File: src/rtl/sensor_scan_pkg.sv
// Shared definitions for the sensor scan scheduler: FSM state encoding,
// ADC channel indices and the averaging constants used when the
// SENSOR_AVG_EN build option is enabled.
package sensor_scan_pkg;

    // State encoding, kept as plain constants so other tools can decode it.
    localparam logic [2:0] ST_IDLE        = 3'd0;
    localparam logic [2:0] ST_START       = 3'd1;
    localparam logic [2:0] ST_CONVERT     = 3'd2;
    localparam logic [2:0] ST_STORE       = 3'd3;
    localparam logic [2:0] ST_DONE        = 3'd4;
    localparam logic [2:0] ST_WAIT_PERIOD = 3'd5;

    typedef enum logic [2:0] {
        IDLE        = ST_IDLE,
        START       = ST_START,
        CONVERT     = ST_CONVERT,
        STORE       = ST_STORE,
        DONE        = ST_DONE,
        WAIT_PERIOD = ST_WAIT_PERIOD
    } state_t;

    typedef logic [1:0] ch_t;

    localparam ch_t CH_REF = 2'd0;
    localparam ch_t CH_1   = 2'd1;
    localparam ch_t CH_2   = 2'd2;
    localparam ch_t CH_3   = 2'd3;
    localparam int  NUM_CH = 4;

    // Averaging: AVG_SAMPLES conversions per channel, mean = sum >> AVG_SHIFT.
    localparam int AVG_SAMPLES = 4;
    localparam int AVG_SHIFT   = 2;

endpackage

File: src/rtl/sensor_scan_scheduler_if.sv
// ADC handshake bundle between the scan scheduler and the shared ADC.
//   adc_start : one-cycle conversion request (scheduler -> ADC)
//   adc_ch    : channel select, 0 = ref, 1..3 = line sensors (scheduler -> ADC)
//   adc_done  : one-cycle conversion-complete strobe (ADC -> scheduler)
//   adc_data  : sample, valid only while adc_done is high (ADC -> scheduler)
// master = scheduler side, slave = ADC side.
interface sensor_scan_scheduler_if #(
    parameter int DATA_W = 12
);
    logic              adc_start;
    logic [1:0]        adc_ch;
    logic              adc_done;
    logic [DATA_W-1:0] adc_data;

    modport master (output adc_start, adc_ch, input adc_done, adc_data);
    modport slave  (input adc_start, adc_ch, output adc_done, adc_data);
endinterface

File: src/rtl/scan_period_timer.sv
// Saturating up-counter used for both the scan period and the conversion
// timeout. restart_i loads zero; otherwise the count climbs to MAX-1 and
// stays there, so expired_o holds until the next restart.
//   clk, rst  : clock, synchronous active-high reset
//   restart_i : load zero on the next edge
//   expired_o : count has reached MAX-1
module scan_period_timer #(
    parameter int MAX = 64
) (
    input  logic clk,
    input  logic rst,
    input  logic restart_i,
    output logic expired_o
);
    localparam int              CNT_W = $clog2(MAX);
    localparam logic [CNT_W-1:0] LAST = CNT_W'(MAX - 1);

    logic [CNT_W-1:0] count_q, count_d;

    // NOTE: combinational blocks use blocking '=' and assign every output a
    // default first, so no path through the block can infer a latch.
    always_comb begin
        count_d = count_q;
        if (restart_i) begin
            count_d = '0;
        end else if (count_q < LAST) begin
            count_d = count_q + 1'b1;
        end
    end

    // NOTE: clocked state uses non-blocking '<=' so every flop samples
    // the pre-edge values regardless of statement order.
    always_ff @(posedge clk) begin
        if (rst) begin
            count_q <= '0;
        end else begin
            count_q <= count_d;
        end
    end

    assign expired_o = (count_q >= LAST);
endmodule

File: src/rtl/sensor_scan_scheduler.sv
// Time-multiplexes one ADC across the reference sensor and three line
// sensors. A scan (ref, 1, 2, 3) starts every SCAN_PERIOD cycles; the four
// samples are collected into shadow registers and published together in
// DONE, with a one-cycle ready_o pulse for the relay FSM.
//   clk, rst          : clock, synchronous active-high reset
//   enable_i          : scanning allowed while high
//   adc               : ADC handshake (master side)
//   sen_*_o           : published samples, updated atomically
//   ready_o           : one-cycle pulse when a scan is published
//   valid_o           : set once any scan has been published
//   timeout_o         : sticky conversion-timeout flag
// Build option: SENSOR_AVG_EN converts each channel AVG_SAMPLES times and
// stores the truncated mean.
module sensor_scan_scheduler
    import sensor_scan_pkg::*;
#(
    parameter int DATA_W      = 12,
    parameter int SCAN_PERIOD = 800000,
    parameter int TIMEOUT     = 4096
) (
    input  logic                    clk,
    input  logic                    rst,
    input  logic                    enable_i,
    sensor_scan_scheduler_if.master adc,
    output logic [DATA_W-1:0]       sen_ref_o,
    output logic [DATA_W-1:0]       sen_1_o,
    output logic [DATA_W-1:0]       sen_2_o,
    output logic [DATA_W-1:0]       sen_3_o,
    output logic                    ready_o,
    output logic                    valid_o,
    output logic                    timeout_o
);
    state_t            state_q, state_d;
    ch_t               ch_q, ch_d;
    logic [DATA_W-1:0] shadow_q [NUM_CH];
    logic [DATA_W-1:0] shadow_d [NUM_CH];
    logic [DATA_W-1:0] sen_q    [NUM_CH];
    logic [DATA_W-1:0] sen_d    [NUM_CH];
    logic              valid_q, valid_d;
    logic              timeout_q, timeout_d;

    logic period_restart, period_expired;
    logic conv_restart, conv_expired;

`ifdef SENSOR_AVG_EN
    logic [1:0]        sub_q, sub_d;
    logic [DATA_W+1:0] acc_q, acc_d;
    logic [DATA_W+1:0] acc_sum;
`endif

    // The period restarts only on entry to a channel-0 START, not on the
    // repeated STARTs inside a scan.
    assign period_restart = (state_d == START) &&
                            (state_q inside {IDLE, DONE, WAIT_PERIOD});
    // The conversion timer counts CONVERT cycles only.
    assign conv_restart   = (state_q != CONVERT);

    scan_period_timer #(.MAX(SCAN_PERIOD)) u_period_timer (
        .clk       (clk),
        .rst       (rst),
        .restart_i (period_restart),
        .expired_o (period_expired)
    );

    scan_period_timer #(.MAX(TIMEOUT)) u_conv_timer (
        .clk       (clk),
        .rst       (rst),
        .restart_i (conv_restart),
        .expired_o (conv_expired)
    );

    always_comb begin
        state_d   = state_q;
        ch_d      = ch_q;
        shadow_d  = shadow_q;
        sen_d     = sen_q;
        valid_d   = valid_q;
        timeout_d = timeout_q;
`ifdef SENSOR_AVG_EN
        sub_d     = sub_q;
        acc_d     = acc_q;
        acc_sum   = acc_q + (DATA_W+2)'(adc.adc_data);
`endif

        case (state_q)
            IDLE: begin
                if (enable_i) begin
                    state_d = START;
                    ch_d    = CH_REF;
                end
            end
            START: state_d = CONVERT;
            CONVERT: begin
                // A finished conversion wins over a timeout in the same cycle.
                if (adc.adc_done) begin
`ifdef SENSOR_AVG_EN
                    if (sub_q == 2'(AVG_SAMPLES - 1)) begin
                        shadow_d[ch_q] = DATA_W'(acc_sum >> AVG_SHIFT);
                        state_d        = enable_i ? STORE : IDLE;
                    end else begin
                        sub_d   = sub_q + 1'b1;
                        acc_d   = acc_sum;
                        state_d = enable_i ? START : IDLE;
                    end
`else
                    shadow_d[ch_q] = adc.adc_data;
                    state_d        = enable_i ? STORE : IDLE;
`endif
                end else if (conv_expired) begin
                    // Abort: the partial scan is never published.
                    timeout_d = 1'b1;
                    state_d   = WAIT_PERIOD;
                end
            end
            STORE: begin
                if (!enable_i) begin
                    state_d = IDLE;
                end else if (ch_q != CH_3) begin
                    ch_d    = ch_q + 1'b1;
                    state_d = START;
                end else begin
                    // Load outputs on the edge into DONE so they are visible
                    // in the same cycle as ready_o.
                    sen_d   = shadow_q;
                    valid_d = 1'b1;
                    state_d = DONE;
                end
            end
            DONE: begin
                // An overrunning scan starts the next one straight away.
                if (enable_i && period_expired) begin
                    state_d = START;
                    ch_d    = CH_REF;
                end else begin
                    state_d = WAIT_PERIOD;
                end
            end
            WAIT_PERIOD: begin
                if (!enable_i) begin
                    state_d = IDLE;
                end else if (period_expired) begin
                    state_d = START;
                    ch_d    = CH_REF;
                end
            end
            default: state_d = IDLE;
        endcase

`ifdef SENSOR_AVG_EN
        // Leaving the START/CONVERT loop always starts the next channel clean.
        if (!(state_d inside {START, CONVERT})) begin
            sub_d = '0;
            acc_d = '0;
        end
`endif
    end

    always_ff @(posedge clk) begin
        if (rst) begin
            state_q   <= IDLE;
            ch_q      <= CH_REF;
            valid_q   <= 1'b0;
            timeout_q <= 1'b0;
            // NOTE: the shadow and output arrays are reset as well; they are
            // only four words each and published values must read 0 after reset.
            for (int i = 0; i < NUM_CH; i++) begin
                shadow_q[i] <= '0;
                sen_q[i]    <= '0;
            end
`ifdef SENSOR_AVG_EN
            sub_q     <= '0;
            acc_q     <= '0;
`endif
        end else begin
            state_q   <= state_d;
            ch_q      <= ch_d;
            valid_q   <= valid_d;
            timeout_q <= timeout_d;
            shadow_q  <= shadow_d;
            sen_q     <= sen_d;
`ifdef SENSOR_AVG_EN
            sub_q     <= sub_d;
            acc_q     <= acc_d;
`endif
        end
    end

    assign adc.adc_start = (state_q == START);
    assign adc.adc_ch    = ch_q;
    assign ready_o       = (state_q == DONE);
    assign valid_o       = valid_q;
    assign timeout_o     = timeout_q;
    assign sen_ref_o     = sen_q[CH_REF];
    assign sen_1_o       = sen_q[CH_1];
    assign sen_2_o       = sen_q[CH_2];
    assign sen_3_o       = sen_q[CH_3];
endmodule

File: src/flat_wrapper.sv
// flat-port wrapper written by rule: the top's interface ports become plain ports
module sensor_scan_scheduler_flat import sensor_scan_pkg::*;
#(
    parameter int DATA_W      = 12,
    parameter int SCAN_PERIOD = 800000,
    parameter int TIMEOUT     = 4096
)
  (clk, rst, enable_i, sen_ref_o, sen_1_o, sen_2_o, sen_3_o, ready_o, valid_o, timeout_o, adc_adc_start, adc_adc_ch, adc_adc_done, adc_adc_data);
  sensor_scan_scheduler_if #(.DATA_W(DATA_W)) adc_i ();
  input  logic clk;
  input  logic rst;
  input  logic enable_i;
  output logic [DATA_W-1:0] sen_ref_o;
  output logic [DATA_W-1:0] sen_1_o;
  output logic [DATA_W-1:0] sen_2_o;
  output logic [DATA_W-1:0] sen_3_o;
  output logic ready_o;
  output logic valid_o;
  output logic timeout_o;
  output wire logic [$bits(adc_i.adc_start)-1:0] adc_adc_start;
  output wire logic [$bits(adc_i.adc_ch)-1:0] adc_adc_ch;
  input wire logic [$bits(adc_i.adc_done)-1:0] adc_adc_done;
  input wire logic [$bits(adc_i.adc_data)-1:0] adc_adc_data;
  assign adc_adc_start = adc_i.adc_start;
  assign adc_adc_ch = adc_i.adc_ch;
  assign adc_i.adc_done = adc_adc_done;
  assign adc_i.adc_data = adc_adc_data;
  sensor_scan_scheduler #(.DATA_W(DATA_W), .SCAN_PERIOD(SCAN_PERIOD), .TIMEOUT(TIMEOUT)) u_core (.clk(clk), .rst(rst), .enable_i(enable_i), .adc(adc_i), .sen_ref_o(sen_ref_o), .sen_1_o(sen_1_o), .sen_2_o(sen_2_o), .sen_3_o(sen_3_o), .ready_o(ready_o), .valid_o(valid_o), .timeout_o(timeout_o));
endmodule
File: config.mk
export PLATFORM = sky130hd
export DESIGN_NAME = sensor_scan_scheduler_flat
export DESIGN_NICKNAME = d
export VERILOG_FILES = /design/src/rtl/sensor_scan_pkg.sv /design/src/rtl/sensor_scan_scheduler_if.sv /design/src/rtl/scan_period_timer.sv /design/src/rtl/sensor_scan_scheduler.sv /design/src/flat_wrapper.sv
export SDC_FILE = /design/constraint.sdc
export NUM_CORES = 1
export LEC_CHECK = 0
export CAP_MARGIN = 20
export CORE_MARGIN = 5
export CORE_UTILIZATION = 41
export CTS_CLUSTER_SIZE = 24
export DETAILED_ROUTE_END_ITERATION = 8
export PLACE_DENSITY_LB_ADDON = 0.08
export SYNTH_ARGS = -nofsm -noshare
export SYNTH_HDL_FRONTEND = slang
export SYNTH_SLANG_ARGS = --single-unit
File: constraint.sdc
create_clock -name clk -period 5.9 [get_ports clk]
set_input_delay 1.18 -clock clk [delete_from_list [all_inputs] [get_ports clk]]
set_output_delay 1.18 -clock clk [all_outputs]
set_load 0.05 [all_outputs]
==> results of run 1 <==
-- cell type report --
| cell class | count | area, µm² | area share, % |
|---|---|---|---|
| multi-input combinational | 467 | 2370 | 35.4 |
| timing repair buffer | 73 | 738 | 11.0 |
| inverter | 11 | 41.3 | 0.616 |
| clock buffer | 20 | 457 | 6.82 |
| clock inverter | 12 | 174 | 2.60 |
| sequential | 135 | 2700 | 40.4 |
| tap | 172 | 215 | 3.21 |
-- placed cells by master (no fill, tap or decap), drive strengths merged, types with 6 or more instances in the layout --
master / Yosys / routed
nor4: 6 / 6
inv: 11 / 12
nor3: 12 / 12
ha: 6 / 6
nor2: 42 / 42
clkdlybuf4s50: 0 / 68
dfxtp: 135 / 135
a21oi: 108 / 108
nand2: 163 / 163
clkbuf: 36 / 20
nand3: 63 / 63
xnor2: 20 / 20
-- worst paths after layout --
check / from / depth (start not counted) / end
max: u_core.state_q[0] / 2 / adc_adc_start
min: u_core.shadow_q[9] / 2 / u_core.sen_3_o[9]
max reg2reg: u_core.u_period_timer.count_q[0] / 7 / u_core.u_period_timer.count_q[8]
min reg2reg: u_core.shadow_q[9] / 2 / u_core.sen_3_o[9]
-- sequential cells by signal (all words and copies together), names as in the netlist --
register	cells
u_core.u_conv_timer.count_q	12
u_core.adc.adc_ch	2
u_core.sen_1_o	12
u_core.shadow_q	48
u_core.sen_2_o	12
u_core.sen_ref_o	12
u_core.valid_o	1
u_core.sen_3_o	12
u_core.state_q	3
u_core.timeout_o	1
u_core.u_period_timer.count_q	20
-- layer usage --
metal | vias to the layer above | wire length (µm)
met4 | 0 | 212
met1 | 2120 | 6080
met5 | - | 0
met3 | 18 | 640
met2 | 104 | 6040
li1 | 2298 | -
-- power by group through the flow --
stage | Sequential, mW | Clock (mW) | Combinational, mW
after floorplan | 0.942 | 0 | 0.0393
after global placement | 0.943 | 0 | 0.0632
after detailed placement | 0.944 | 0 | 0.0644
after CTS | 0.924 | 1.14 | 0.0647
after global routing | 0.925 | 1.18 | 0.0702
final | 0.924 | 1.12 | 0.0645
-- worst register-to-register path, cell delays in order (launching register included) --
cell      delay, ps
dfxtp_1         400
ha_1            190
nand3_1         350
nor4_1          480
a211oi_1        270
a211oi_2        490
a21o_1          610
nor2_1          120
-- kinds of logic (layout without fill, tap and decap cells) --
family          Yosys count  after routing  synth area share (%)
simple gates            310            310                  26.4
flops                   135            135                  51.2
compound gates          125            125                  12.6
buf+inv                  52            116                  3.98
xor+xnor                 25             25                  4.15
fa+ha+maj                 6              6                  1.42
mux                       1              1                 0.190
==> results.md, run 1 <==
* Hold WS at 448 ps
* GR Util met3 at 4.48%
* Clock power share at 53.0%
* VDD IR-drop max at 0.000179 V
* Type of origin of the critical path: flip-flop
* CP Max Fanout at 9
* Layout cells sized above 1 at 6.69%
* Most frequent cells after synthesis: 163 x nand2_1, 135 x dfxtp_1, 108 x a21oi_1, 63 x nand3_1, 40 x nor2_1
* Syn Nets at 676
* GR Util All Layers at 17.8%
* Mean area per synthesized cell at 8.07 µm²
* Skew-Pair Late Insertion Delay at 420 ps
* Violation count after the first detailed-route iteration at 262
* Clock-pin slew on the worst setup and hold paths at 60 ps
* Mapped Area at 5280 µm²
* M1 GR Usage at 23.6%
* Largest net degree at the start of global routing at 106
* Hold-fix buffers, CTS at 0
* I/O pins at 70
* Core box area at 12,600 µm²
* Final wirelength at 13,000 µm
* RSZ-0062 raised after global routing: false
* First-pass GRT wire length at 21,000 µm
* Final Hold Viols at 0
* Final Util at 53.1%
* Initial Util at 41.8%
* Number of synthesized flops with an enable pin at 0
* Ys flop type: dfxtp_1
* Final worst slack at 2720 ps
* Final Cell Area at 6700 µm²
* Area fraction of the dominant cell type after synthesis at 51.2%
* Deepest clock path buffer count at 2
* Total Neg Setup Slack at 0 ps
* Post-DP Area at 6040 µm²
* H-tree depth at 4
* Worst slew pin tran at 1080 ps
* Worst clock skew at 8.54 ps
* Highest Clock Rate at 0.314 GHz
* Post-CTS setup repair buffer count at 0
* I/O Buffers at 69
* Sequential power share at 43.9%
* P_int at 1.67 mW
* Placed insts at 857
* FF+latch count, synth at 135
* Chip width at 123 µm
* Cts repair resizes at 0
* Layout Area Growth over Synthesis at 27.0%
* Total power at 2.10 mW
* Wire per inst at 14.6 µm
* Clock Sinks at 135
* Post-synth ARST share at 0%
* Root buf cell: clkbuf_16
* Final ANT Viol Nets at 0
* Status: completed
* Final Non-Filler Cells at 890
* Final Critical Period at 3180 ps
* Critical path buffers and inverters at 1
* Drt via density at 5.10
* Count of warnings emitted by yosys at 0
* CP delay by family, top: buffers and inverters
* Busiest layer in global routing: met2
* WP data required at 4720 ps
* HP Class: reg2reg
* Gate Count Post-Synth at 654
* Grt met2 use at 28.0%
* Initial antenna violation count at 0
* Worst Setup End Kind: output port
* Critical Path Slowest Stage Cell: clkdlybuf4s50_1
* Die H at 123 µm
* Synth unique cells at 40
* Residual DRC at 0
* Period Utilization, post-route at 53.9%
* DR pass1 iterations at 5
* Fill count at 1,247
* P_sw at 0.439 mW
* Crit Path Category: reg2out
* GPL Wtd Cong at 0.820
* CP Cell Sequence: nor3b_1 > clkdlybuf4s50_1
* Final setup fails at 0
* Most frequent cell after synthesis: nand2_1
* CTS buffer count at 17
* LEAKAGE at 2.18 nW
* Nets at 727
* GRT Residual Overflow at 0
* Post-synthesis sequential area ratio at 51.2%
* Power Density at 314 nW/µm²
* CTS tree: yes
* Antenna cell count at 0
* Final HPWL DP at 8640 µm
* Reg2reg setup slack at 2870 ps
* Sw frac at 20.9%
* Vias in the first global route at 4,235
* Max-slew violation count at 0
* # Max-Cap Violations at 0
* Combinational group share of total power at 3.1%
* # rows at 41
* Crit-path max cell delay at 850 ps
* Die area at 15,200 µm²
* Ranking of synthesized cells by area: dfxtp_1 51%, nand2_1 12%, a21oi_1 10%
* Post-place setup slack at 2430 ps
* Vias at 4,540
* Slew HR at 28.2%
* CP arrival at 2000 ps
* Post-synth top area cell: dfxtp_1
No activity file was read; power rests on OpenSTA's default activity.
==> run 2: changes to the inputs <==
Clock period 5.9 ns to 3.02 ns, I/O delays scaled along.
==> results.md, run 2 (synthesized netlist as in run 1, its figures left out) <==
* Crit-path max cell delay at 870 ps (+20 ps)
* CTS tree: yes
* Highest Clock Rate at 0.371 GHz
* Initial antenna violation count at 0 (unchanged)
* H-tree depth at 4 (unchanged)
* Worst Setup End Kind: output port
* Worst clock skew at 4.18 ps (-4.36 ps)
* Violation count after the first detailed-route iteration at 325 (+24%)
* Final setup fails at 0 (unchanged)
* Total Neg Setup Slack at 0 ps (unchanged)
* GPL Wtd Cong at 0.759 (-7.4%)
* Vias in the first global route at 4,343 (+2.6%)
* HP Class: reg2reg
* Core box area at 12,600 µm² (unchanged)
* Largest Register: u_core.shadow_q
* Slew HR at 54.4% (+26 points)
* Final HPWL DP at 8480 µm (-2.0%)
* CP Cell Sequence: nor3b_1 > clkdlybuf4s50_1
* Layout Area Growth over Synthesis at 26.0%
* Critical Path Slowest Stage Cell: clkdlybuf4s50_1
* LEAKAGE at 2.17 nW (-0.57%)
* Wire per inst at 14.3 µm (-2.1%)
* Final worst slack at 326 ps (-2390 ps)
* Sequential Area at 2700 µm² (unchanged)
* GRT Residual Overflow at 0 (unchanged)
* I/O pins at 70 (unchanged)
* Drt via density at 5.10 (about the same)
* I/O Buffers at 69 (unchanged)
* Hold-fix buffers, CTS at 0 (unchanged)
* Final ANT Viol Nets at 0 (unchanged)
* # rows at 41 (unchanged)
* Clock Sinks at 135 (unchanged)
* Status: completed
* CP Max Fanout at 9 (unchanged)
* Vias at 4,571 (+0.68%)
* Initial Util at 41.8% (unchanged)
* Deepest clock path buffer count at 2 (unchanged)
* R2R cell count at 6 (-1)
* Die area at 15,200 µm² (unchanged)
* Root buf cell: clkbuf_16
* VDD IR-drop max at 0.000288 V (+61%)
* Commonest non-fill, non-tap cell in the layout: nand2_1
* Residual DRC at 0 (unchanged)
* Chip width at 123 µm (unchanged)
* Nets at 733 (+0.83%)
* Cts repair resizes at 0 (unchanged)
* WHS Path Cells at 2 (unchanged)
* GR Util All Layers at 17.9% (+0.14 points)
* Post-place setup slack at 491 ps (-1940 ps)
* Clock-pin slew on the worst setup and hold paths at 50 ps (about the same)
* Type of origin of the critical path: flip-flop
* RSZ-0062 raised after global routing: false
* Final Critical Period at 2690 ps
* Antenna cell count at 0 (unchanged)
* # Max-Cap Violations at 0 (unchanged)
* Worst slew pin tran at 679 ps (-397 ps)
* Post-CTS setup repair buffer count at 0 (unchanged)
* Max reg flops at 48 (unchanged)
* Final Hold Viols at 0 (unchanged)
* Largest net degree at the start of global routing at 50 (-53%)
* Power Density at 587 nW/µm² (+87%)
* Total power at 3.90 mW (+85%)
* DR pass1 iterations at 5 (unchanged)
* Biggest regs: u_core.shadow_q (48), u_core.u_period_timer.count_q (20)
* CP arrival at 2090 ps (+90 ps)
* Multi-input gate area at 2370 µm² (unchanged)
* Placed insts at 864 (+0.82%)
* Period Utilization, post-route at 89.2%
* Hold WS at 448 ps (+0.628 ps)
* Layout cells sized above 1 at 6.22% (-0.47 points)
* Fill count at 1,248 (+0.080%)
* Crit Path Category: reg2out
* CTS buffer count at 17 (unchanged)
* Final wirelength at 12,800 µm (-1.4%)
* Skew-Pair Late Insertion Delay at 410 ps (about the same)
* WP data required at 2420 ps (-2300 ps)
* Max-slew violation count at 0 (unchanged)
* First-pass GRT wire length at 21,200 µm (+1.2%)
* Final Non-Filler Cells at 896 (+0.67%)
* Die H at 123 µm (unchanged)
* Commonest cells after routing, fill and taps aside: 163 x nand2_1, 135 x dfxtp_1, 108 x a21oi_1
-- run 2: cell types whose count changed in the layout (fill, tap and decap cells not counted) --
cell        delta
bufinv_16      -2
buf_16         -1
inv_6          -1
clkinv_2       -2
buf_4          +7
clkbuf_1       +9
clkinvlp_4     -4
-- run 2: stage by stage --
step           util [%]  area, µm²
6_report           52.7       6650
5_1_grt            52.7       6650
4_1_cts            52.7       6650
3_5_place_dp       48.3       6090
3_3_place_gp       48.3       6090
2_1_floorplan         -       5280
-- run 2: final timing paths --
| path | from | end | slack, ps |
|---|---|---|---|
| setup / recovery | u_core.state_q[0] | adc_adc_start | 330 |
| setup reg to reg | u_core.u_period_timer.count_q[14] | u_core.u_period_timer.count_q[17] | 480 |
| hold reg to reg | u_core.shadow_q[0] | u_core.sen_3_o[0] | 450 |
| hold / removal | u_core.shadow_q[0] | u_core.sen_3_o[0] | 450 |
-- run 2: critical path: cells and delay by family (launching register included) --
| kind | cells | cell delay, ps |
|---|---|---|
| buf+inv | 1 | 870 |
| flops | 1 | 480 |
| simple gates | 1 | 330 |
-- run 2: cell type report --
| type | count | share of cell area, % |
|---|---|---|
| flip-flops and latches | 135 | 40.7 |
| inverters | 11 | 0.621 |
| clock inverters | 3 | 0.979 |
| well taps | 172 | 3.24 |
| repair buffers | 79 | 11.5 |
| clock buffers | 29 | 7.38 |
| multi-input cells | 467 | 35.6 |
-- run 2: per-layer routing --
| metal | GRT usage, % | wire length, µm |
|---|---|---|
| met5 | 0 | 0 |
| met4 | 7.13 | 233 |
| met3 | 4.76 | 679 |
| met2 | 29.0 | 6190 |
| met1 | 22.7 | 5690 |
-- run 2: report_power, final --
part / total, mW / switching [mW] / internal (mW) / leakage (nW)
Clock: 1.97 / 0.708 / 1.26 / 0.268
Sequential: 1.81 / 0.0121 / 1.79 / 1.09
Combinational: 0.132 / 0.0886 / 0.0429 / 0.812
==> run 3: changes to the inputs <==
Settings changed: SKIP_LAST_GASP set to 1, SLEW_MARGIN set to 25.
==> results of run 3 <==
Final layout, timing and power as in run 2 (identical DEF).
